File: src/rtl/mc_control_fsm_if.sv
// ----------------------------------------------------------------------------
// mc_control_fsm_if
//   Bundle between the instruction register / status flags and the
//   multi-cycle control unit, plus every datapath control line it drives.
//
//   master : control unit side (samples IR fields/flags, drives controls)
//   slave  : datapath side (drives IR fields/flags, samples controls)
//
//   IR fields / flags : opcode, funct, of_flag, div_zero, md_done
//   Controls          : pc_write, ir_write, mem_rd, reg_write, ab_load,
//                       aluout_load, epc_write, md_start, md_sel, shift_src,
//                       halted, reg_dst, mem_to_reg, alu_op, alu_src_a,
//                       alu_src_b, pc_source, shift_op
//   Status            : cause (exception cause register), state_dbg
// ----------------------------------------------------------------------------
interface mc_control_fsm_if;
    logic [5:0] opcode;
    logic [5:0] funct;
    logic       of_flag;
    logic       div_zero;
    logic       md_done;

    logic       pc_write;
    logic       ir_write;
    logic       mem_rd;
    logic       reg_write;
    logic       ab_load;
    logic       aluout_load;
    logic       epc_write;
    logic       md_start;
    logic       md_sel;
    logic       shift_src;
    logic       halted;
    logic [1:0] reg_dst;
    logic [2:0] mem_to_reg;
    logic [2:0] alu_op;
    logic [1:0] alu_src_a;
    logic [1:0] alu_src_b;
    logic [1:0] pc_source;
    logic [2:0] shift_op;
    logic [1:0] cause;
    logic [4:0] state_dbg;

    modport master (
        input  opcode, funct, of_flag, div_zero, md_done,
        output pc_write, ir_write, mem_rd, reg_write, ab_load, aluout_load,
               epc_write, md_start, md_sel, shift_src, halted, reg_dst,
               mem_to_reg, alu_op, alu_src_a, alu_src_b, pc_source, shift_op,
               cause, state_dbg
    );

    modport slave (
        output opcode, funct, of_flag, div_zero, md_done,
        input  pc_write, ir_write, mem_rd, reg_write, ab_load, aluout_load,
               epc_write, md_start, md_sel, shift_src, halted, reg_dst,
               mem_to_reg, alu_op, alu_src_a, alu_src_b, pc_source, shift_op,
               cause, state_dbg
    );
endinterface

File: src/rtl/mc_control_fsm.sv
// ----------------------------------------------------------------------------
// mc_control_fsm
//   Multi-cycle control sequencer for the MIPS-subset datapath: fetch with
//   MEM_LAT wait cycles, decode, R-type ALU, shifter, mult/div with done
//   handshake and timeout, mfhi/mflo, jr, rte, break (halt) and exception
//   entry.
//
//   Ports:
//     clck  : clock, rising edge
//     rst_n : asynchronous active-low reset
//     bus   : mc_control_fsm_if.master (IR fields, flags, all controls)
//
//   Parameters:
//     MEM_LAT    : cycles spent in FETCH (1..15)
//     MD_TIMEOUT : max MD_WAIT cycles before a timeout exception (1..255)
// ----------------------------------------------------------------------------
module mc_control_fsm #(
    parameter int MEM_LAT    = 1,
    parameter int MD_TIMEOUT = 40
) (
    input  logic               clck,
    input  logic               rst_n,
    mc_control_fsm_if.master   bus
);

    typedef enum logic [4:0] {
        S_INIT     = 5'd0,
        S_FETCH    = 5'd1,
        S_IR_LOAD  = 5'd2,
        S_DECODE   = 5'd3,
        S_EXEC     = 5'd4,
        S_WB_ALU   = 5'd5,
        S_SH_LOAD  = 5'd6,
        S_SH_OP    = 5'd7,
        S_SH_WB    = 5'd8,
        S_MD_START = 5'd9,
        S_MD_WAIT  = 5'd10,
        S_MF_WB    = 5'd11,
        S_JR       = 5'd12,
        S_RTE      = 5'd13,
        S_EXC      = 5'd14,
        S_HALT     = 5'd15
    } state_t;

    localparam logic [5:0] F_SLL  = 6'h00, F_SRL  = 6'h02, F_SRA  = 6'h03;
    localparam logic [5:0] F_SLLV = 6'h04, F_SRAV = 6'h07, F_JR   = 6'h08;
    localparam logic [5:0] F_BRK  = 6'h0d, F_MFHI = 6'h10, F_MFLO = 6'h12;
    localparam logic [5:0] F_RTE  = 6'h13, F_MULT = 6'h18, F_DIV  = 6'h1a;
    localparam logic [5:0] F_ADD  = 6'h20, F_SUB  = 6'h22, F_AND  = 6'h24;
    localparam logic [5:0] F_SLT  = 6'h2a;

    localparam logic [7:0] FETCH_LAST = 8'(MEM_LAT - 1);
    localparam logic [7:0] MD_LAST    = 8'(MD_TIMEOUT - 1);

    state_t     state_q, state_d;
    logic [7:0] cnt_q, cnt_d;      // shared FETCH wait / MD_WAIT timeout counter
    logic [5:0] fn_q, fn_d;        // funct captured in DECODE, drives later states
    logic [1:0] cause_q, cause_d;

    logic addsub_q;
    logic shvar_q;
    assign addsub_q = (fn_q == F_ADD) || (fn_q == F_SUB);
    assign shvar_q  = (fn_q == F_SLLV) || (fn_q == F_SRAV);

    always_ff @(posedge clck or negedge rst_n) begin
        if (!rst_n) begin
            state_q <= S_INIT;
            cnt_q   <= '0;
            fn_q    <= '0;
            cause_q <= '0;
        end else begin
            state_q <= state_d;
            cnt_q   <= cnt_d;
            fn_q    <= fn_d;
            cause_q <= cause_d;
        end
    end

    // Next state
    always_comb begin
        state_d = state_q;
        cnt_d   = cnt_q;
        fn_d    = fn_q;
        cause_d = cause_q;
        case (state_q)
            S_INIT: begin
                cnt_d   = '0;
                state_d = S_FETCH;
            end
            S_FETCH: begin
                if (cnt_q == FETCH_LAST) begin
                    cnt_d   = '0;
                    state_d = S_IR_LOAD;
                end else begin
                    cnt_d = cnt_q + 8'd1;
                end
            end
            S_IR_LOAD: state_d = S_DECODE;
            S_DECODE: begin
                fn_d = bus.funct;
                if (bus.opcode != 6'd0) begin
                    state_d = S_EXC;
                    cause_d = 2'b00;
                end else begin
                    case (bus.funct)
                        F_ADD, F_SUB, F_AND, F_SLT:          state_d = S_EXEC;
                        F_SLL, F_SRL, F_SRA, F_SLLV, F_SRAV: state_d = S_SH_LOAD;
                        F_MULT, F_DIV:                       state_d = S_MD_START;
                        F_MFHI, F_MFLO:                      state_d = S_MF_WB;
                        F_JR:                                state_d = S_JR;
                        F_RTE:                               state_d = S_RTE;
                        F_BRK:                               state_d = S_HALT;
                        default: begin
                            state_d = S_EXC;
                            cause_d = 2'b00;
                        end
                    endcase
                end
            end
            S_EXEC: state_d = S_WB_ALU;
            S_WB_ALU: begin
                if (addsub_q && bus.of_flag) begin
                    state_d = S_EXC;
                    cause_d = 2'b01;
                end else begin
                    state_d = S_FETCH;
                end
            end
            S_SH_LOAD: state_d = S_SH_OP;
            S_SH_OP:   state_d = S_SH_WB;
            S_SH_WB:   state_d = S_FETCH;
            S_MD_START: begin
                cnt_d   = '0;
                state_d = S_MD_WAIT;
            end
            S_MD_WAIT: begin
                // done has priority over the timeout on the same cycle
                if (bus.md_done) begin
                    cnt_d = '0;
                    if ((fn_q == F_DIV) && bus.div_zero) begin
                        state_d = S_EXC;
                        cause_d = 2'b10;
                    end else begin
                        state_d = S_FETCH;
                    end
                end else if (cnt_q == MD_LAST) begin
                    cnt_d   = '0;
                    state_d = S_EXC;
                    cause_d = 2'b11;
                end else begin
                    cnt_d = cnt_q + 8'd1;
                end
            end
            S_MF_WB, S_JR, S_RTE, S_EXC: state_d = S_FETCH;
            S_HALT:  state_d = S_HALT;
            default: state_d = S_INIT;
        endcase
    end

    // Outputs from registered state (plus captured funct)
    always_comb begin
        bus.pc_write    = 1'b0;
        bus.ir_write    = 1'b0;
        bus.mem_rd      = 1'b0;
        bus.reg_write   = 1'b0;
        bus.ab_load     = 1'b0;
        bus.aluout_load = 1'b0;
        bus.epc_write   = 1'b0;
        bus.md_start    = 1'b0;
        bus.md_sel      = 1'b0;
        bus.shift_src   = 1'b0;
        bus.halted      = 1'b0;
        bus.reg_dst     = 2'b00;
        bus.mem_to_reg  = 3'b000;
        bus.alu_op      = 3'b000;
        bus.alu_src_a   = 2'b00;
        bus.alu_src_b   = 2'b00;
        bus.pc_source   = 2'b00;
        bus.shift_op    = 3'b000;
        bus.cause       = cause_q;
        bus.state_dbg   = state_q;
        case (state_q)
            S_FETCH: bus.mem_rd = 1'b1;
            S_IR_LOAD: begin
                bus.ir_write  = 1'b1;
                bus.pc_write  = 1'b1;
                bus.alu_src_b = 2'b01;
                bus.alu_op    = 3'b001;
            end
            S_DECODE: bus.ab_load = 1'b1;
            S_EXEC: begin
                bus.alu_src_a   = 2'b10;
                bus.aluout_load = 1'b1;
                case (fn_q)
                    F_ADD:   bus.alu_op = 3'b001;
                    F_SUB:   bus.alu_op = 3'b010;
                    F_AND:   bus.alu_op = 3'b011;
                    default: bus.alu_op = 3'b111;
                endcase
            end
            S_WB_ALU: begin
                bus.reg_dst    = 2'b01;
                bus.mem_to_reg = (fn_q == F_SLT) ? 3'b110 : 3'b000;
                // overflow must suppress the write in the same cycle it is seen
                bus.reg_write  = !(addsub_q && bus.of_flag);
            end
            S_SH_LOAD: begin
                bus.shift_op  = 3'b001;
                bus.shift_src = shvar_q;
            end
            S_SH_OP: begin
                bus.shift_src = shvar_q;
                case (fn_q)
                    F_SLL, F_SLLV: bus.shift_op = 3'b010;
                    F_SRL:         bus.shift_op = 3'b011;
                    default:       bus.shift_op = 3'b100;
                endcase
            end
            S_SH_WB: begin
                bus.shift_src  = shvar_q;
                bus.reg_write  = 1'b1;
                bus.reg_dst    = 2'b01;
                bus.mem_to_reg = 3'b100;
            end
            S_MD_START: begin
                bus.md_start = 1'b1;
                bus.md_sel   = (fn_q == F_DIV);
            end
            S_MD_WAIT: bus.md_sel = (fn_q == F_DIV);
            S_MF_WB: begin
                bus.reg_write  = 1'b1;
                bus.reg_dst    = 2'b01;
                bus.mem_to_reg = (fn_q == F_MFHI) ? 3'b010 : 3'b011;
            end
            S_JR: begin
                bus.alu_src_a = 2'b10;
                bus.pc_source = 2'b01;
                bus.pc_write  = 1'b1;
            end
            S_RTE: begin
                bus.pc_source = 2'b11;
                bus.pc_write  = 1'b1;
            end
            S_EXC: begin
                bus.epc_write = 1'b1;
                bus.alu_src_b = 2'b01;
                bus.alu_op    = 3'b010;
                bus.pc_write  = 1'b1;
                bus.pc_source = 2'b10;
            end
            S_HALT: bus.halted = 1'b1;
            default: ;
        endcase
    end

endmodule
File: src/flat_wrapper.sv
// flat-port wrapper written by rule: the top's interface ports become plain ports
module mc_control_fsm_flat 
#(
    parameter int MEM_LAT    = 1,
    parameter int MD_TIMEOUT = 40
)
  (clck, rst_n, bus_opcode, bus_funct, bus_of_flag, bus_div_zero, bus_md_done, bus_pc_write, bus_ir_write, bus_mem_rd, bus_reg_write, bus_ab_load, bus_aluout_load, bus_epc_write, bus_md_start, bus_md_sel, bus_shift_src, bus_halted, bus_reg_dst, bus_mem_to_reg, bus_alu_op, bus_alu_src_a, bus_alu_src_b, bus_pc_source, bus_shift_op, bus_cause, bus_state_dbg);
  mc_control_fsm_if bus_i ();
  input  logic clck;
  input  logic rst_n;
  input wire logic [$bits(bus_i.opcode)-1:0] bus_opcode;
  input wire logic [$bits(bus_i.funct)-1:0] bus_funct;
  input wire logic [$bits(bus_i.of_flag)-1:0] bus_of_flag;
  input wire logic [$bits(bus_i.div_zero)-1:0] bus_div_zero;
  input wire logic [$bits(bus_i.md_done)-1:0] bus_md_done;
  output wire logic [$bits(bus_i.pc_write)-1:0] bus_pc_write;
  output wire logic [$bits(bus_i.ir_write)-1:0] bus_ir_write;
  output wire logic [$bits(bus_i.mem_rd)-1:0] bus_mem_rd;
  output wire logic [$bits(bus_i.reg_write)-1:0] bus_reg_write;
  output wire logic [$bits(bus_i.ab_load)-1:0] bus_ab_load;
  output wire logic [$bits(bus_i.aluout_load)-1:0] bus_aluout_load;
  output wire logic [$bits(bus_i.epc_write)-1:0] bus_epc_write;
  output wire logic [$bits(bus_i.md_start)-1:0] bus_md_start;
  output wire logic [$bits(bus_i.md_sel)-1:0] bus_md_sel;
  output wire logic [$bits(bus_i.shift_src)-1:0] bus_shift_src;
  output wire logic [$bits(bus_i.halted)-1:0] bus_halted;
  output wire logic [$bits(bus_i.reg_dst)-1:0] bus_reg_dst;
  output wire logic [$bits(bus_i.mem_to_reg)-1:0] bus_mem_to_reg;
  output wire logic [$bits(bus_i.alu_op)-1:0] bus_alu_op;
  output wire logic [$bits(bus_i.alu_src_a)-1:0] bus_alu_src_a;
  output wire logic [$bits(bus_i.alu_src_b)-1:0] bus_alu_src_b;
  output wire logic [$bits(bus_i.pc_source)-1:0] bus_pc_source;
  output wire logic [$bits(bus_i.shift_op)-1:0] bus_shift_op;
  output wire logic [$bits(bus_i.cause)-1:0] bus_cause;
  output wire logic [$bits(bus_i.state_dbg)-1:0] bus_state_dbg;
  assign bus_i.opcode = bus_opcode;
  assign bus_i.funct = bus_funct;
  assign bus_i.of_flag = bus_of_flag;
  assign bus_i.div_zero = bus_div_zero;
  assign bus_i.md_done = bus_md_done;
  assign bus_pc_write = bus_i.pc_write;
  assign bus_ir_write = bus_i.ir_write;
  assign bus_mem_rd = bus_i.mem_rd;
  assign bus_reg_write = bus_i.reg_write;
  assign bus_ab_load = bus_i.ab_load;
  assign bus_aluout_load = bus_i.aluout_load;
  assign bus_epc_write = bus_i.epc_write;
  assign bus_md_start = bus_i.md_start;
  assign bus_md_sel = bus_i.md_sel;
  assign bus_shift_src = bus_i.shift_src;
  assign bus_halted = bus_i.halted;
  assign bus_reg_dst = bus_i.reg_dst;
  assign bus_mem_to_reg = bus_i.mem_to_reg;
  assign bus_alu_op = bus_i.alu_op;
  assign bus_alu_src_a = bus_i.alu_src_a;
  assign bus_alu_src_b = bus_i.alu_src_b;
  assign bus_pc_source = bus_i.pc_source;
  assign bus_shift_op = bus_i.shift_op;
  assign bus_cause = bus_i.cause;
  assign bus_state_dbg = bus_i.state_dbg;
  mc_control_fsm #(.MEM_LAT(MEM_LAT), .MD_TIMEOUT(MD_TIMEOUT)) u_core (.clck(clck), .rst_n(rst_n), .bus(bus_i));
endmodule
File: config.mk
export PLATFORM = sky130hd
export DESIGN_NAME = mc_control_fsm_flat
export DESIGN_NICKNAME = d
export VERILOG_FILES = /design/src/rtl/mc_control_fsm_if.sv /design/src/rtl/mc_control_fsm.sv /design/src/flat_wrapper.sv
export SDC_FILE = /design/constraint.sdc
export NUM_CORES = 1
export LEC_CHECK = 0
export CORE_MARGIN = 2
export CORE_UTILIZATION = 48
export DETAILED_ROUTE_END_ITERATION = 10
export PLACE_DENSITY_LB_ADDON = 0.2
export SLEW_MARGIN = 20
export SYNTH_ARGS = -nofsm -noshare
export SYNTH_HDL_FRONTEND = slang
export SYNTH_SLANG_ARGS = --single-unit
export TNS_END_PERCENT = 1
File: constraint.sdc
create_clock -name clck -period 2.4 [get_ports clck]
set_clock_uncertainty 0.1 [all_clocks]
set_input_delay 0.24 -clock clck [delete_from_list [all_inputs] [get_ports clck]]
set_output_delay 0.24 -clock clck [all_outputs]
set_load 0.03 [all_outputs]
==> reports/summary.log <==
[run_status] result of the run finished clean
[logic_synthesis] post-synthesis instance total 238
[timing] Max Clock Freq 431.3 MHz
[worst_setup_path] Max Fanout on Critical Path 15
[placement] weighted congestion reported at the end of routability-driven placement 0.8884
[route] count of unresolved DRC violations after routing 0
[floorplanning] Die X-Extent 66.01 um
[hold_path] type of the worst min-delay path in -> async
[logic_synthesis] register area share after synthesis 27.12%
[power_and_ir_drop] Sw Share 48.00%
[worst_setup_path] required time reported for the critical path endpoint 2.06 ns
[grt] total congestion overflow 0
[clock_tree] H-Tree Level Count 1
[grt] pin count of the biggest net entering global routing 21
[route] per-cell via count in the routed design 5.973
[power_and_ir_drop] leakage power total 0.001141 uW
[logic_synthesis] library cell with the largest summed area after synthesis sky130_fd_sc_hd__dfrtp_1
[grt] Total GRT Usage 23.00%
[final_layout] Final nets 308
[final_layout] Area Growth Syn to Fin 34.31%
[clock_tree] TritonCTS clock tree yes
[logic_synthesis] Warnings, synthesis 0
[logic_synthesis] Post-Syn Area 1846 sq um
[job] number of maximum-capacitance violations 0
[worst_setup_path] critical path's largest stage delay 0.76 ns
[power_and_ir_drop] portion of total power attributed to combinational logic 62.6%
[placement] Post-Place Setup Slack 0.1192 ns
[floorplanning] Starting Density 50.03%
[timing] total count of hold-check failures in the final report 0
[worst_setup_path] critical path, cell by cell nand2b_1 -> nor3_2 -> clkdlybuf4s50_1
[timing] final critical-path setup slack 0.08148 ns
[worst_setup_path] element type at the critical path end output pin
[grt] antenna violations before repair 0
[power_and_ir_drop] worst voltage drop across the vdd grid 0.5826 mV
[logic_synthesis] number of enable-type register cells in the synthesized netlist 0
[clock_tree] clock latency on the worst-skew pair 0.27 ns
[clock_tree] Clock Tree Buf Depth 2
[final_layout] number of inserted filler cells in the final layout 338
[grt] via count of the first global-routing pass 1704
[logic_synthesis] Synth async-reset ratio 100.0%
[floorplanning] Die ar. 4357 sq um
[power_and_ir_drop] Internal 1474 uW
[logic_synthesis] most area-consuming cells after synthesis sky130_fd_sc_hd__dfrtp_1 (27%), sky130_fd_sc_hd__nor2_1 (5.1%), sky130_fd_sc_hd__mux2_2 (4.3%)
[worst_setup_path] origin of the worst setup path u_core.bus.state_dbg[3]$_DFFE_PN0P_
[placement] Final HPWL DP 3748 um
[route] overall via count from detail_route 2007
[floorplanning] Ports 52
[logic_synthesis] most frequently used flop master after synthesis sky130_fd_sc_hd__dfrtp_1
[timing] final critical path time including I/O delays and setup 2.319 ns
[final_layout] share of final-layout standard cells stronger than drive strength 1 15.97%
[logic_synthesis] number of synthesized register bits 20
[placement] number of input and output port buffers inserted 47
[route] Post-DRT Antenna Nets 0
[logic_synthesis] number of unique standard cell types used by synthesis 59
[power_and_ir_drop] clock share of power 12.2%
[grt] wire length of the first global-routing pass 7859 um
[floorplanning] core region area 3689 sq um
[timing] Finish-stage setup viols 0
[logic_synthesis] Yosys top cell area share 27.12%
[power_and_ir_drop] part of the power in registers 25.2%
[worst_setup_path] type of element launching the critical path register
[route] Total Routed Length 4800 um
[timing] hold slack 0.2153 ns
[final_layout] most common cell after layout, fill and taps aside sky130_fd_sc_hd__clkdlybuf4s50_1
[power_and_ir_drop] power spent charging and discharging nets 1361 uW
[worst_setup_path] source of the worst register-to-register timing path u_core.cnt_q[3]$_DFFE_PN0P_
[route] DRT iter0 DRCs 185
[clock_tree] clock tree root buffer cell sky130_fd_sc_hd__clkbuf_8
[worst_setup_path] cell with the largest stage delay on the worst path sky130_fd_sc_hd__clkdlybuf4s50_1
[timing] final slew viol count 0
[route] final routed wire length divided by cell count 14.29 um
[floorplanning] standard-cell row count 22
[clock_tree] number of sinks handled by clock tree synthesis 20
[clock_tree] CTS Buf Count 3
[clock_tree] register clock-pin slew on the reported worst setup and hold paths 0.09 ns
[power_and_ir_drop] P per Cell Area 1144 nW/um^2
[clock_tree] total of hold buffers inserted after clock tree synthesis 0
[timing] share of the clock period used by the worst path after layout 96.61%
[worst_setup_path] endpoint arrival time on the critical path 1.98 ns
[floorplanning] Vert. Die Dim 66.01 um
[timing] unrepaired setup endpoints after global routing no
[final_layout] number of inserted diodes 0
[final_layout] most frequent cells in the layout sky130_fd_sc_hd__clkdlybuf4s50_1 (26), sky130_fd_sc_hd__nor2_1 (25), sky130_fd_sc_hd__buf_4 (24)
[worst_setup_path] critical path class reg -> out
[timing] final setup TNS 0 ns
[timing] worst relative slew slack 55.77%
[timing] actual slew at the worst max-slew pin 0.6575 ns
[final_layout] fin cells 336
[route] TritonRoute pass-1 iters 4
[placement] total instance count after detailed placement 332
[logic_synthesis] Avg Synthesized Cell Area 7.754 sq um
-- through the flow --
| step | instance area (sq um) | util [%] | total power, uW |
|---|---|---|---|
| finish | 2479 | 67.20 | 2835 |
| global route | 2479 | 67.20 | 3037 |
| CTS | 2459 | 66.66 | 2834 |
| detailed placement | 2389 | 64.76 | 2491 |
| global placement | 2389 | 64.76 | 2467 |
| floorplan | 1862 | - | 1925 |
-- final timing paths --
check	endpoint	slack, ns	cells past startpoint
max	bus_aluout_load	0.08	3
min	u_core.bus.state_dbg[1]$_DFFE_PN0P_	0.22	2
max reg2reg	u_core.bus.state_dbg[0]$_DFFE_PN0P_	0.16	5
min reg2reg	u_core.fn_q[4]$_DFFE_PN0P_	0.45	1
max in group asynchronous	u_core.bus.state_dbg[3]$_DFFE_PN0P_	1.74	2
min in group clck	u_core.fn_q[4]$_DFFE_PN0P_	0.45	1
-- kinds of logic (layout without fill, tap and decap cells) --
kind of cell / after synthesis / in the layout / share of synthesized area, %
AOI/OAI and AO/OA: 65 / 65 / 24.20
xor gates and xnor gates: 2 / 2 / 0.9493
adders and majority gates: 2 / 2 / 1.356
buffers and inverters: 26 / 73 / 6.847
DFF: 20 / 20 / 27.12
muxes: 8 / 8 / 4.814
other: 1 / 4 / 0.2032
and+or+nand+nor: 114 / 114 / 34.51
-- power by group through the flow --
stage,sequential (uW),clock (uW),combinational [uW]
6_report,714,347,1770
5_1_grt,743,363,1930
4_1_cts,712,348,1770
3_5_place_dp,714,0,1780
3_3_place_gp,713,0,1750
2_1_floorplan,702,0,1220
-- flip-flops by register name, indices dropped and copies added, names as in the netlist --
register / flops
u_core.bus.state_dbg: 4
u_core.fn_q: 6
u_core.cnt_q: 8
u_core.bus.cause: 2
-- synth_stat cells (all sizes together) (2+ instances only) --
library cell  count
nand3            11
or4               5
o31ai             6
nand2            18
a31oi             3
o22ai             3
nor2             25
nand4             2
inv               6
nor4              4
and2b             2
a21oi            12
o211ai            7
nor3              7
or3               5
a21boi            3
a211oi            5
o21ai            10
and2              3
clkbuf           12
ha                2
nor4b             2
mux2              7
dfrtp            20
nand2b            7
or2               4
nor2b             8
a21o              2
buf               8
o221ai            2
nor3b             4
-- what timing repair did --
item	CTS	global route
endpoints found under the setup margin	7	8
resized for setup	8	8
buffers inserted	0	0
gates cloned	0	0
-- critical path: cells and delay by family, from the launching register on --
family                 cells  cell delay (ns)
and+or+nand+nor            2             0.47
DFF                        1             0.50
buffers and inverters      1             0.76
-- per-layer routing --
metal  GRT usage [%]  part of all wire [%]
met5               0                     0
met4           6.633                   1.1
met3           2.385                   7.1
met2           34.72                    43
met1           34.65                    49
-- layout make-up --
cell class,count,area (sq um),share of cell area (%)
clock buffers,3,41.29,1.666
clock inverters,1,30.03,1.212
inverters,6,22.52,0.9086
multi-input cells,195,1237,49.92
flip-flops and latches,20,503.0,20.29
well taps,48,60.06,2.423
repair buffers,63,584.3,23.57
Note: power is estimated with default switching activity, not from simulation.
